**config.mk**
```make
export PLATFORM = sky130hd
export DESIGN_NAME = time_decoder
export DESIGN_NICKNAME = d
export VERILOG_FILES = /design/src/rtl/time_pkg.sv /design/src/rtl/bin_to_bcd_2digit.sv /design/src/rtl/time_decoder.sv
export SDC_FILE = /design/constraint.sdc
export NUM_CORES = 1
export LEC_CHECK = 0
export BUFFER_PORTS_ARGS = -buffer_cell sky130_fd_sc_hd__buf_2
export CAP_MARGIN = 20
export CELL_PAD_IN_SITES_DETAIL_PLACEMENT = 1
export CELL_PAD_IN_SITES_GLOBAL_PLACEMENT = 1
export CORE_ASPECT_RATIO = 0.5
export CORE_MARGIN = 2
export CORE_UTILIZATION = 47
export DETAILED_ROUTE_END_ITERATION = 12
export GPL_TIMING_DRIVEN = 0
export HOLD_SLACK_MARGIN = 0.02
export PLACE_DENSITY = 0.86
export SLEW_MARGIN = 30
export SYNTH_ARGS = -nofsm -noshare
export SYNTH_HDL_FRONTEND = slang
export SYNTH_SLANG_ARGS = --single-unit
```
**constraint.sdc**
```tcl
create_clock -name i_Clk -period 4.76 [get_ports i_Clk]
set_clock_uncertainty 0.05 [all_clocks]
set_input_delay 1.428 -clock i_Clk [delete_from_list [all_inputs] [get_ports i_Clk]]
set_output_delay 1.428 -clock i_Clk [all_outputs]
set_load 0.05 [all_outputs]
```
**src/rtl/time_pkg.sv**
```systemverilog
// time_pkg: constants and state encoding shared by the time_decoder slice.
//   SECONDS_PER_HOUR / SECONDS_PER_MINUTE : subtraction step sizes
//   DEFAULT_MAX_COUNT                     : largest legal seconds-of-day (23:59:59)
//   state_t                               : conversion FSM states
package time_pkg;

  localparam int SECONDS_PER_HOUR   = 3600;
  localparam int SECONDS_PER_MINUTE = 60;
  localparam int DEFAULT_MAX_COUNT  = 86399;

  typedef enum logic [2:0] {
    IDLE    = 3'd0,
    HOURS   = 3'd1,
    MINUTES = 3'd2,
    SPLIT   = 3'd3,
    DONE    = 3'd4
  } state_t;

endpackage

```
**src/rtl/bin_to_bcd_2digit.sv**
```systemverilog
// bin_to_bcd_2digit: combinational split of a 0..59 value into BCD tens/ones.
// Ports:
//   i_Value  in  6  binary value, 0..59
//   o_Tens   out 4  tens digit
//   o_Ones   out 4  ones digit
module bin_to_bcd_2digit (
  input  logic [5:0] i_Value,
  output logic [3:0] o_Tens,
  output logic [3:0] o_Ones
);

  logic [5:0] w_Rem;

  // Compare chain instead of a divider: only six possible tens values.
  always_comb begin
    o_Tens = 4'd0;
    w_Rem  = i_Value;
    if (i_Value >= 6'd50) begin
      o_Tens = 4'd5;
      w_Rem  = i_Value - 6'd50;
    end else if (i_Value >= 6'd40) begin
      o_Tens = 4'd4;
      w_Rem  = i_Value - 6'd40;
    end else if (i_Value >= 6'd30) begin
      o_Tens = 4'd3;
      w_Rem  = i_Value - 6'd30;
    end else if (i_Value >= 6'd20) begin
      o_Tens = 4'd2;
      w_Rem  = i_Value - 6'd20;
    end else if (i_Value >= 6'd10) begin
      o_Tens = 4'd1;
      w_Rem  = i_Value - 6'd10;
    end
    o_Ones = w_Rem[3:0];
  end

  logic w_Unused;
  assign w_Unused = ^w_Rem[5:4];

endmodule

```
**src/rtl/time_decoder.sv**
```systemverilog
// time_decoder: converts a seconds-of-day count into HH:MM:SS BCD digits by
// repeated subtraction (one step per clock) under a start/done handshake.
// Digits are registered and held until the next completed conversion.
// Optional macro TIME_DECODE_12H_EN selects a 12-hour display with o_PM.
// Ports:
//   i_Clk, i_Reset (async, active-high)
//   i_Start, i_Count          conversion request and seconds value (IDLE only)
//   o_Busy                    high whenever not IDLE
//   o_Done                    one-cycle pulse, digits valid from this cycle
//   o_Error                   one-cycle pulse, request with i_Count > MAX_COUNT
//   o_Hours_*, o_Minutes_*, o_Seconds_*  BCD digits
//   o_PM                      PM flag (12-hour build), else 0
module time_decoder
  import time_pkg::*;
#(
  parameter int BIT_WIDTH = 17,
  parameter int MAX_COUNT = DEFAULT_MAX_COUNT
) (
  input  logic                 i_Clk,
  input  logic                 i_Reset,
  input  logic                 i_Start,
  input  logic [BIT_WIDTH-1:0] i_Count,
  output logic                 o_Busy,
  output logic                 o_Done,
  output logic                 o_Error,
  output logic [3:0]           o_Hours_Tens,
  output logic [3:0]           o_Hours_Ones,
  output logic [3:0]           o_Minutes_Tens,
  output logic [3:0]           o_Minutes_Ones,
  output logic [3:0]           o_Seconds_Tens,
  output logic [3:0]           o_Seconds_Ones,
  output logic                 o_PM
);

  localparam logic [BIT_WIDTH-1:0] LP_HOUR = BIT_WIDTH'(SECONDS_PER_HOUR);
  localparam logic [BIT_WIDTH-1:0] LP_MIN  = BIT_WIDTH'(SECONDS_PER_MINUTE);
  localparam logic [BIT_WIDTH-1:0] LP_MAX  = BIT_WIDTH'(MAX_COUNT);

`ifdef TIME_DECODE_12H_EN
  localparam logic [3:0] LP_RST_HOURS_TENS = 4'd1;
  localparam logic [3:0] LP_RST_HOURS_ONES = 4'd2;
`else
  localparam logic [3:0] LP_RST_HOURS_TENS = 4'd0;
  localparam logic [3:0] LP_RST_HOURS_ONES = 4'd0;
`endif

  state_t                r_State, w_Next_State;
  logic [BIT_WIDTH-1:0]  r_Remainder;
  logic [4:0]            r_Hours;
  logic [5:0]            r_Minutes;
  logic                  r_Error;
  logic                  r_PM;
  logic [3:0]            r_Hours_Tens, r_Hours_Ones;
  logic [3:0]            r_Minutes_Tens, r_Minutes_Ones;
  logic [3:0]            r_Seconds_Tens, r_Seconds_Ones;

  logic                  w_Count_Bad;
  logic                  w_Hour_Step;
  logic                  w_Min_Step;
  logic [4:0]            w_Hours_Disp;
  logic                  w_PM;

  assign w_Count_Bad = (i_Count > LP_MAX);
  assign w_Hour_Step = (r_Remainder >= LP_HOUR);
  assign w_Min_Step  = (r_Remainder >= LP_MIN);

`ifdef TIME_DECODE_12H_EN
  always_comb begin
    w_Hours_Disp = r_Hours;
    if (r_Hours == 5'd0)
      w_Hours_Disp = 5'd12;
    else if (r_Hours > 5'd12)
      w_Hours_Disp = r_Hours - 5'd12;
    w_PM = (r_Hours >= 5'd12);
  end
`else
  assign w_Hours_Disp = r_Hours;
  assign w_PM         = 1'b0;
`endif

  // Three identical 0..59 splitters: hours, minutes, seconds.
  logic [5:0] w_Bin  [3];
  logic [3:0] w_Tens [3];
  logic [3:0] w_Ones [3];

  // In SPLIT the remainder is below 60, so its low 6 bits are the seconds.
  assign w_Bin[0] = {1'b0, w_Hours_Disp};
  assign w_Bin[1] = r_Minutes;
  assign w_Bin[2] = r_Remainder[5:0];

  genvar gi;
  generate
    for (gi = 0; gi < 3; gi++) begin : g_bcd
      bin_to_bcd_2digit u_bcd (
        .i_Value (w_Bin[gi]),
        .o_Tens  (w_Tens[gi]),
        .o_Ones  (w_Ones[gi])
      );
    end
  endgenerate

  always_ff @(posedge i_Clk or posedge i_Reset) begin
    if (i_Reset)
      r_State <= IDLE;
    else
      r_State <= w_Next_State;
  end

  always_comb begin
    w_Next_State = r_State;
    o_Busy       = 1'b1;
    o_Done       = 1'b0;
    case (r_State)
      IDLE: begin
        o_Busy = 1'b0;
        if (i_Start && !w_Count_Bad)
          w_Next_State = HOURS;
      end
      HOURS:   if (!w_Hour_Step) w_Next_State = MINUTES;
      MINUTES: if (!w_Min_Step)  w_Next_State = SPLIT;
      SPLIT:   w_Next_State = DONE;
      DONE: begin
        o_Done       = 1'b1;
        w_Next_State = IDLE;
      end
      default: w_Next_State = IDLE;
    endcase
  end

  always_ff @(posedge i_Clk or posedge i_Reset) begin
    if (i_Reset) begin
      r_Remainder    <= '0;
      r_Hours        <= '0;
      r_Minutes      <= '0;
      r_Error        <= 1'b0;
      r_PM           <= 1'b0;
      r_Hours_Tens   <= LP_RST_HOURS_TENS;
      r_Hours_Ones   <= LP_RST_HOURS_ONES;
      r_Minutes_Tens <= '0;
      r_Minutes_Ones <= '0;
      r_Seconds_Tens <= '0;
      r_Seconds_Ones <= '0;
    end else begin
      r_Error <= 1'b0;
      case (r_State)
        IDLE: begin
          if (i_Start) begin
            if (w_Count_Bad) begin
              r_Error <= 1'b1;
            end else begin
              r_Remainder <= i_Count;
              r_Hours     <= '0;
              r_Minutes   <= '0;
            end
          end
        end
        HOURS: begin
          if (w_Hour_Step) begin
            r_Remainder <= r_Remainder - LP_HOUR;
            r_Hours     <= r_Hours + 5'd1;
          end
        end
        MINUTES: begin
          if (w_Min_Step) begin
            r_Remainder <= r_Remainder - LP_MIN;
            r_Minutes   <= r_Minutes + 6'd1;
          end
        end
        SPLIT: begin
          // Only update point for the display outputs.
          r_Hours_Tens   <= w_Tens[0];
          r_Hours_Ones   <= w_Ones[0];
          r_Minutes_Tens <= w_Tens[1];
          r_Minutes_Ones <= w_Ones[1];
          r_Seconds_Tens <= w_Tens[2];
          r_Seconds_Ones <= w_Ones[2];
          r_PM           <= w_PM;
        end
        default: ;
      endcase
    end
  end

  assign o_Error        = r_Error;
  assign o_PM           = r_PM;
  assign o_Hours_Tens   = r_Hours_Tens;
  assign o_Hours_Ones   = r_Hours_Ones;
  assign o_Minutes_Tens = r_Minutes_Tens;
  assign o_Minutes_Ones = r_Minutes_Ones;
  assign o_Seconds_Tens = r_Seconds_Tens;
  assign o_Seconds_Ones = r_Seconds_Ones;

endmodule

```
==> results of run 1 <==
[layout make-up]
cell class                      count  area, um2  area share [%]
Multi-Input combinational cell    348       2250            52.3
Inverter                           23       88.8            2.06
Sequential cell                    52       1300            30.2
Timing Repair Buffer               43        230            5.35
Tap cell                          108        135            3.14
Buffer                             25        131            3.05
Clock inverter                      2       38.8           0.901
Clock buffer                        6        129            2.99
[worst reg2reg max path, delay by kind of cell, from the launching register on]
kind	cells	cell delay (ns)
compound gates	4	1.44
flops	1	0.49
fa+ha+maj	1	0.26
buf+inv	1	0.20
xor+xnor	1	0.19
simple gates	1	0.12
[path summary, 6_finish.rpt]
path,start,to,slack [ns],cells after the start
min in group asynchronous,i_Reset,o_Error,1.02,2
hold / removal,o_Hours_Tens[1],o_Hours_Tens[1],0.42,2
setup reg to reg,r_Minutes[2],o_Minutes_Ones[1],1.89,8
max in group asynchronous,i_Reset,o_Minutes_Tens[0],3.18,3
hold reg to reg,o_Hours_Tens[1],o_Hours_Tens[1],0.42,2
setup / recovery,i_Count[7],r_Remainder[0],1.56,9
[metrics by stage]
step / power (mW) / instance area, um2 / utilization (%) / setup slack (ns)
detailed placement: 2.64 / 4140 / 54.8 / 1.31
global placement: 2.57 / 4110 / 54.5 / 1.28
global route: 3.35 / 4300 / 57.1 / 1.37
CTS: 3.09 / 4300 / 57.1 / 1.58
floorplan: 2.14 / 3770 / - / 1.53
finish: 3.08 / 4300 / 57.1 / 1.56
[cell families after synthesis]
logic type	synth area share [%]
other	0.0999
adder cells (fa/ha/maj)	10.0
AO/OA/AOI/OAI	24.0
multiplexers	0.833
flip-flops	34.7
AND/OR/NAND/NOR	21.3
XOR/XNOR	3.27
buffers and inverters	5.80
[cells in the mapped netlist, drive strengths merged, types with 3 or more instances]
cell,count,area [um2]
o21ai,44,220
a21oi,20,104
and3,4,25.0
o21bai,3,22.5
a221oi,6,52.6
xor2,6,52.6
o221ai,4,35.0
nor3b,3,27.5
or3,5,36.3
and2,6,37.5
ha,30,375
o211ai,3,36.3
inv,22,82.6
nand2,58,218
nor2b,6,37.5
a21o,4,30.0
xnor2,8,70.1
buf,12,81.3
a41oi,3,33.8
nand3,17,85.1
a211oi,4,30.0
a31oi,6,37.5
nand4,10,62.6
clkbuf,13,50.0
o31ai,9,67.6
nor2,36,135
a22oi,4,30.0
dfrtp,52,1300
nor3,7,35.0
[routing by layer]
metal / vias to the layer above / global-route usage (%)
met5: - / 0
met4: 0 / 7.31
met2: 82 / 44.8
li1: 1708 / -
met3: 22 / 5.07
met1: 1739 / 35.9
[report_power, final]
| part | total (mW) | switching [mW] | internal, mW |
|---|---|---|---|
| registers | 0.783 | 0.175 | 0.608 |
| logic | 1.88 | 1.25 | 0.622 |
| clock network | 0.423 | 0.173 | 0.251 |
| total | 3.08 | 1.60 | 1.48 |
[flip-flops by register name, summed over array words and instances, names as in the netlist]
| signal | flops |
|---|---|
| o_Hours_Tens | 2 |
| o_Hours_Ones | 4 |
| o_Error | 1 |
| r_Minutes | 6 |
| o_Minutes_Ones | 4 |
| r_Hours | 5 |
| r_Remainder | 17 |
| o_Minutes_Tens | 3 |
| o_Seconds_Tens | 3 |
| r_State | 3 |
| o_Seconds_Ones | 4 |
==> results list, run 1 <==
- In the routed layout, each cell is associated on average with a via count of 5.85.
- Highest clock frequency the design can meet: 312 MHz
- Among cell families on the critical path, the largest total delay comes from buffers and inverters.
- Slew at the pin closest to its max-slew limit: 0.787 ns
- The number of antenna diodes in the final layout is 0.
- DR WL met2: 4930 um
- The floorplan has 22 rows.
* DRC Markers: 0
- Excluding fillers, the count of instances in the completed layout stands at 607.
- Count of flip-flops with a built-in enable after synthesis: 0
- Final hold violation count: 0
- Post-cts resize count: 0
- The top cell types in the final layout, fill and taps aside, are sky130_fd_sc_hd__nand2_1, sky130_fd_sc_hd__dfrtp_1, sky130_fd_sc_hd__buf_2.
* Worst skew pair latency: 0.30 ns
- From synthesis to final layout, the design area changed by 14.7%.
* CTS tree: built
* Total setup violations reported at the end of the flow: 0
- For the final routed database, the setup TNS stands at 0 ns.
* Cell Area, Synth: 3750 um2
- STA classifies the critical path endpoint as a flip-flop.
- Among all stages on the critical path, the largest delay is contributed by sky130_fd_sc_hd__a2111o_1.
- Hold is met by 0.422 ns.
* Max FO, Critical Path: 10
- The number of global-route vias before repair came to 3,651.
- Entering global routing, the biggest net connects 37 pins.
- The wire-length estimate of the detail-placed layout is 7860 um.
- Top routing layer in use: met4
* Cell-by-cell trace of the critical path: buf_2, a2111o_1, nand3_1, a31o_2, buf_2, nor2b_1, clkbuf_1, nand3_1, o21ai_0
* Final weighted congestion in routability-driven placement: 0.844
- Syn Area/Cell: 8.45 um2
- In this run the remaining antenna-violating nets after routing total 0.
- The detailed router finished its first iteration with 160 violations.
- Status: finished, final reports clean
- For this block, wires on met1 add up to 5090 um.
- After technology mapping, the gate count stands at 444.
* Kind of start point of the critical path: primary input
* Min cycle time layout: 3.20 ns
- Counting every sink on the clock net gives 52.
- The region available for standard cell placement spans 7540 um2.
- Area of the die: 8760 um2
- Worst Path Arrival: 3.37 ns
- Together, buffers and inverters on the worst path number 3.
- For the worst setup path, the data required time is 4.93 ns.
- The first detailed-routing pass took 4 iterations.
- Classification of the worst setup path: primary input to flip-flop
- Yosys synthesis warning count: 0
* Top-level I/O count: 48
- VDD sags by at most 0.341 mV.
* Stage delay of the slowest cell on the critical path: 0.45 ns
* Per-cell routed wire length: 17.7 um
* Reported leakage power: 2.01 nW
- Antenna violations before repair: 0
- Async set-reset flop share out of synthesis: 100%
- Seq cells post-synth: 52
* Detailed-routed wire length on met3: 528 um
- After detailed routing, the total wire length is 10,700 um.
- For this run, the post-layout net count is 548.
* Quantity of I/O buffers inserted on ports: 42
* # Post-CTS Setup Buffers: 0
- The initial utilization of the core area, before any placement, comes to 49.8%.
- The routed layout has 3,551 vias.
- The longest clock path from root to sink contains 2 buffers.
* Number of buffers created by CTS: 5
- The netlist uses 66 different library cells.
- Sequential share of the synthesized area: 34.7%
- Min-delay worst type: flip-flop to flip-flop
* Overall routing resource usage: 26.7%
- Clock transition at the register clock pins on the worst setup and hold paths after CTS: 0.07 ns
- The first global-routing pass estimated 18,200 um of wire.
* Total global routing overflow: 0
* Fillcell total: 944
* Post-route clock period utilization: 67.3%
- Horiz. Die Dim: 130 um
- Cell chosen for the clock root: sky130_fd_sc_hd__clkbuf_16
- Measured along the y axis, the die boundary spans 67.2 um.
- In the synthesized netlist the dominant register cell turns out to be sky130_fd_sc_hd__dfrtp_1.
* Share of cells above drive strength 1: 15.2%
* RSZ-0062 raised after global routing: no
- For this design, the CTS-stage hold fixing added 0 buffers.
- After detailed placement, the design holds a cell count of 599.
- The library cell used most frequently in the layout, excluding fill and tap cells, is sky130_fd_sc_hd__nand2_1.
- Areal power density over the cells: 716 nW/um2
- Headroom to the max-slew limit came out at 47.1%.
- Maximum capacitance violations: 0
* Number of pins with negative max-slew slack in the final report: 0
- CTS built an H-tree with a depth of 2.
Note: power is estimated with default switching activity, not from simulation.
==> run 2, diff against run 1 <==
ABC_AREA = 1   (was default)
CORE_UTILIZATION = 42   (was 47)
PLACE_DENSITY = 0.82   (was 0.86)
clock period = 3.1 ns   (was 4.76 ns; I/O delays follow)
==> run 2 against run 1 <==
Cell count increased by 34%. Cell area increased by 8.8%. Largest power group unchanged. Routed wire length increased by 9.1%. Highest routed layer unchanged.
==> results list, run 2 <==
- Max FO, Critical Path: 7
- Starting utilization of the core area: 43.4%
* Cell class contributing the biggest share of worst-path delay: flip-flops
* Clock transition at the register clock pins on the worst setup and hold paths after CTS: 0.08 ns
* Post-route worst setup slack: 0.518 ns
- After routing the design area is 4680 um2.
- In this run the vertical extent of the chip is 74.0 um.
- Setup repair after global routing left no endpoint under its margin.
- The library cells used most frequently in the layout, excluding fill and tap cells, are sky130_fd_sc_hd__nand2_1, sky130_fd_sc_hd__inv_1, sky130_fd_sc_hd__nand3_1.
- Count of flip-flops with a built-in enable after synthesis: 0
- Synth top cells by count: sky130_fd_sc_hd__nand2_1, sky130_fd_sc_hd__inv_1, sky130_fd_sc_hd__nand3_1
- Data required, critical path: 2.12 ns
- At the later pin of the worst-skew pair, clock insertion delay measures 0.30 ns.
- Yosys top cell area share: 31.6%
- The endpoint identified for the worst register-to-register timing path is r_Remainder[14].
* Post-synthesis compound-gate area fraction: 11.7%
- Quantity of I/O buffers inserted on ports: 42
- In this run, placement finished with an instance count of 803.
* Horiz. Die Dim: 144 um
* Final hold violation count: 0
- After synthesis, the mean cell area works out to 6.62 um2.
- Global routing finished with a remaining overflow of 0.
- Most common cell after layout, fill and taps aside: sky130_fd_sc_hd__nand2_1
- Antenna violations before repair: 0
* Kind of start point of the critical path: flip-flop
- The worst setup path is captured at an output port.
- Reg-to-reg slack, setup: 0.81 ns
- Once the clock tree was built, the setup fixing pass inserted 0 buffers.
- Cells fill 49.4% of the core in the end.
* Startpoint of the worst setup timing path: r_State[0]
- For this design, the slowest cell found on the critical path is sky130_fd_sc_hd__dfrtp_1.
- Worst setup endpoint: o_Busy
- Main combinational cell family by area after synthesis: simple AND/OR/NAND/NOR gates
- Async set-reset flop share out of synthesis: 100%
* Number of buffers created by CTS: 5
* Post-synthesis instance total: 621
- Diodes inserted: 0
* Leading area contributor after synthesis: sky130_fd_sc_hd__dfrtp_1
- Post-route setup TNS: 0 ns
* Sequential share of the synthesized area: 31.6%
- For this design the top-level I/O count stands at 48.
- Post-detailed-route count of antenna-violating nets: 0
* DRC Markers: 0
- CTS tree: built
- During synthesis, Yosys emitted a total of 0 warnings.
* Fillcell total: 1,308
- Maximum number of pins on one net before global-route repair: 39
- Setup violations remaining at the end of the flow were counted as 0.
- Share of synthesized area spent on multiplexers: 0%
- Summing internal, switching and leakage power gives 4.75 mW.
- Slew at the pin closest to its max-slew limit: 0.602 ns
* Worst Path Arrival: 1.60 ns
- Counting distinct cell types in the post-synthesis netlist gives 39.
- The die covers 10,700 um2.
- The number of global-route vias before repair came to 4,034.
- Signed area change from the synthesized netlist to the final layout: 13.9%
- Overall routing resource usage: 23.6%
* Via density per instance: 5.06
* Number of buffers inserted for hold repair after clock tree synthesis: 0
* Areal power density over the cells: 1010 nW/um2
* Total buffers and inverters traversed by the critical path: 3
- Summing all placed instances gives a cell area of 4530 um2.
- Number of nets in the final layout: 725
- In the final routed layout, each cell accounts on average for 14.4 um.
- Final cell count without fillers: 811
- Cell chosen for the clock root: sky130_fd_sc_hd__clkbuf_16
- Initial DRT Pass Iterations: 5
- Wire length of the first global-routing pass: 19,500 um
* Min cycle time layout: 2.58 ns
- Regs by FF count: r_Remainder: 17 flops, r_Minutes: 6 flops, r_Hours: 5 flops
- Across all layers, the routed design uses 4,106 vias.
* Share of cells above drive strength 1: 12.9%
* Status: finished, final reports clean
* Stage delay of the slowest cell on the critical path: 0.45 ns
- Worst IR drop on VDD: 0.302 mV
- After synthesis the cells add up to 4110 um2.
- Number of design-rule violations left by the first detailed-router iteration: 184
- In this run the deepest clock path goes through 2 buffers.
- Across all hold checks on the routed design, the worst slack comes to 0.427 ns.
- Measured in cells, the most critical reg-to-reg path has a length of 11.
- In this run the critical register-to-register path is launched from r_Remainder[2].
* Core area: 9480 um2
* Number of pins with negative max-slew slack in the final report: 0
- The register with the most flip-flops in the layout has 17 of them.
- The min-delay analysis places its worst path in the category flip-flop to flip-flop.
- Half-perimeter wire length of the detailed placement result: 9070 um
- In the post-synthesis netlist, the biggest area contributors are sky130_fd_sc_hd__dfrtp_1, sky130_fd_sc_hd__nand2_1, sky130_fd_sc_hd__ha_1.
* Wire length reported by the detailed router: 11,700 um
- The signal on the critical path passes through nor2_2, inv_1, nor2_2, inv_1, buf_2.
* Reported leakage power: 2.55 nW
- In the synthesized netlist the dominant register cell turns out to be sky130_fd_sc_hd__dfrtp_1.
- Number of rows in the core area: 25
- Derived from the worst setup path, the maximum achievable clock frequency is 387 MHz.
* Fraction of the mapped netlist area in adder cells: 9.12%
- Post-cts resize count: 0
* H-tree level count: 2
* Synthesized-area fraction occupied by xor and xnor cells: 1.92%
- Of the available clock period, the critical path in the final layout requires 83.3%.
- Relative slew slack: 59.9%
- The congestion estimate from routability-driven global placement came to 0.836.
- Simple-gate area share of the yosys netlist: 36.0%
- The critical path crosses 5 cells after its start point.
- DP Worst Slack: 0.357 ns
- Synthesis inferred 52 register bits.
* Classification of the worst setup path: flip-flop to output port
- Reg with most FFs: r_Remainder
- The most common cell in the synthesized netlist is sky130_fd_sc_hd__nand2_1.
- Sink count of the clock tree: 52
* Maximum capacitance violations: 0
## run 2: changes by cell type in the layout (fill, tap and decap cells not counted), moves of 7 or more
| cell | change |
|---|---|
| sky130_fd_sc_hd__nand2_1 | +153 |
| sky130_fd_sc_hd__clkbuf_1 | -8 |
| sky130_fd_sc_hd__nand2_2 | +7 |
| sky130_fd_sc_hd__nand4_1 | -8 |
| sky130_fd_sc_hd__inv_1 | +50 |
| sky130_fd_sc_hd__nand3_1 | +51 |
| sky130_fd_sc_hd__o31ai_1 | -9 |
## run 2: layout make-up
| cell class | instances | area, um2 | area share, % |
|---|---|---|---|
| plain buffers | 18 | 108 | 2.30 |
| clock buffers | 6 | 139 | 2.96 |
| clock inverters | 2 | 15.0 | 0.321 |
| inverters | 76 | 288 | 6.14 |
| multi-input cells | 479 | 2430 | 52.0 |
| flip-flops and latches | 52 | 1300 | 27.8 |
| well taps | 135 | 169 | 3.61 |
| repair buffers | 43 | 230 | 4.91 |
## run 2: layer usage
layer / GRT usage (%) / part of all wire [%]
met3: 3.67 / 2.7
met2: 41.3 / 46
met4: 4.79 / 0.96
met1: 31.5 / 50
met5: 0 / 0
## run 2: worst min-delay path: stages, from the launching register on
cell and delay (ns):
sky130_fd_sc_hd__dfrtp_1 0.34, sky130_fd_sc_hd__nand2_1 0.05, sky130_fd_sc_hd__nand2_1 0.05
## run 2: worst min path at each step
stage	from	endpoint	slack [ns]	cells past startpoint
finish	o_Minutes_Ones[2]	o_Minutes_Ones[2]	0.43	2
global route	o_Minutes_Tens[0]	o_Minutes_Tens[0]	0.46	2
CTS	o_Minutes_Ones[2]	o_Minutes_Ones[2]	0.43	2
detailed placement	o_Minutes_Ones[2]	o_Minutes_Ones[2]	0.41	2
global placement	o_Seconds_Tens[1]	o_Seconds_Tens[1]	0.41	2
floorplan	r_Remainder[0]	r_Remainder[0]	0.41	2
## run 2: logic make-up after synthesis
logic type | count (synthesis)
buffers and inverters | 94
AO/OA/AOI/OAI | 88
other | 1
AND/OR/NAND/NOR | 347
flip-flops | 52
XOR/XNOR | 9
adder cells (fa/ha/maj) | 30
## run 2: report_power, final
part | switching [mW] | internal (mW) | leakage (nW) | total, mW
sequential | 0.309 | 0.932 | 0.673 | 1.24
combinational | 2.04 | 0.868 | 1.81 | 2.91
clock | 0.276 | 0.322 | 0.0691 | 0.599
total | 2.63 | 2.12 | 2.55 | 4.75
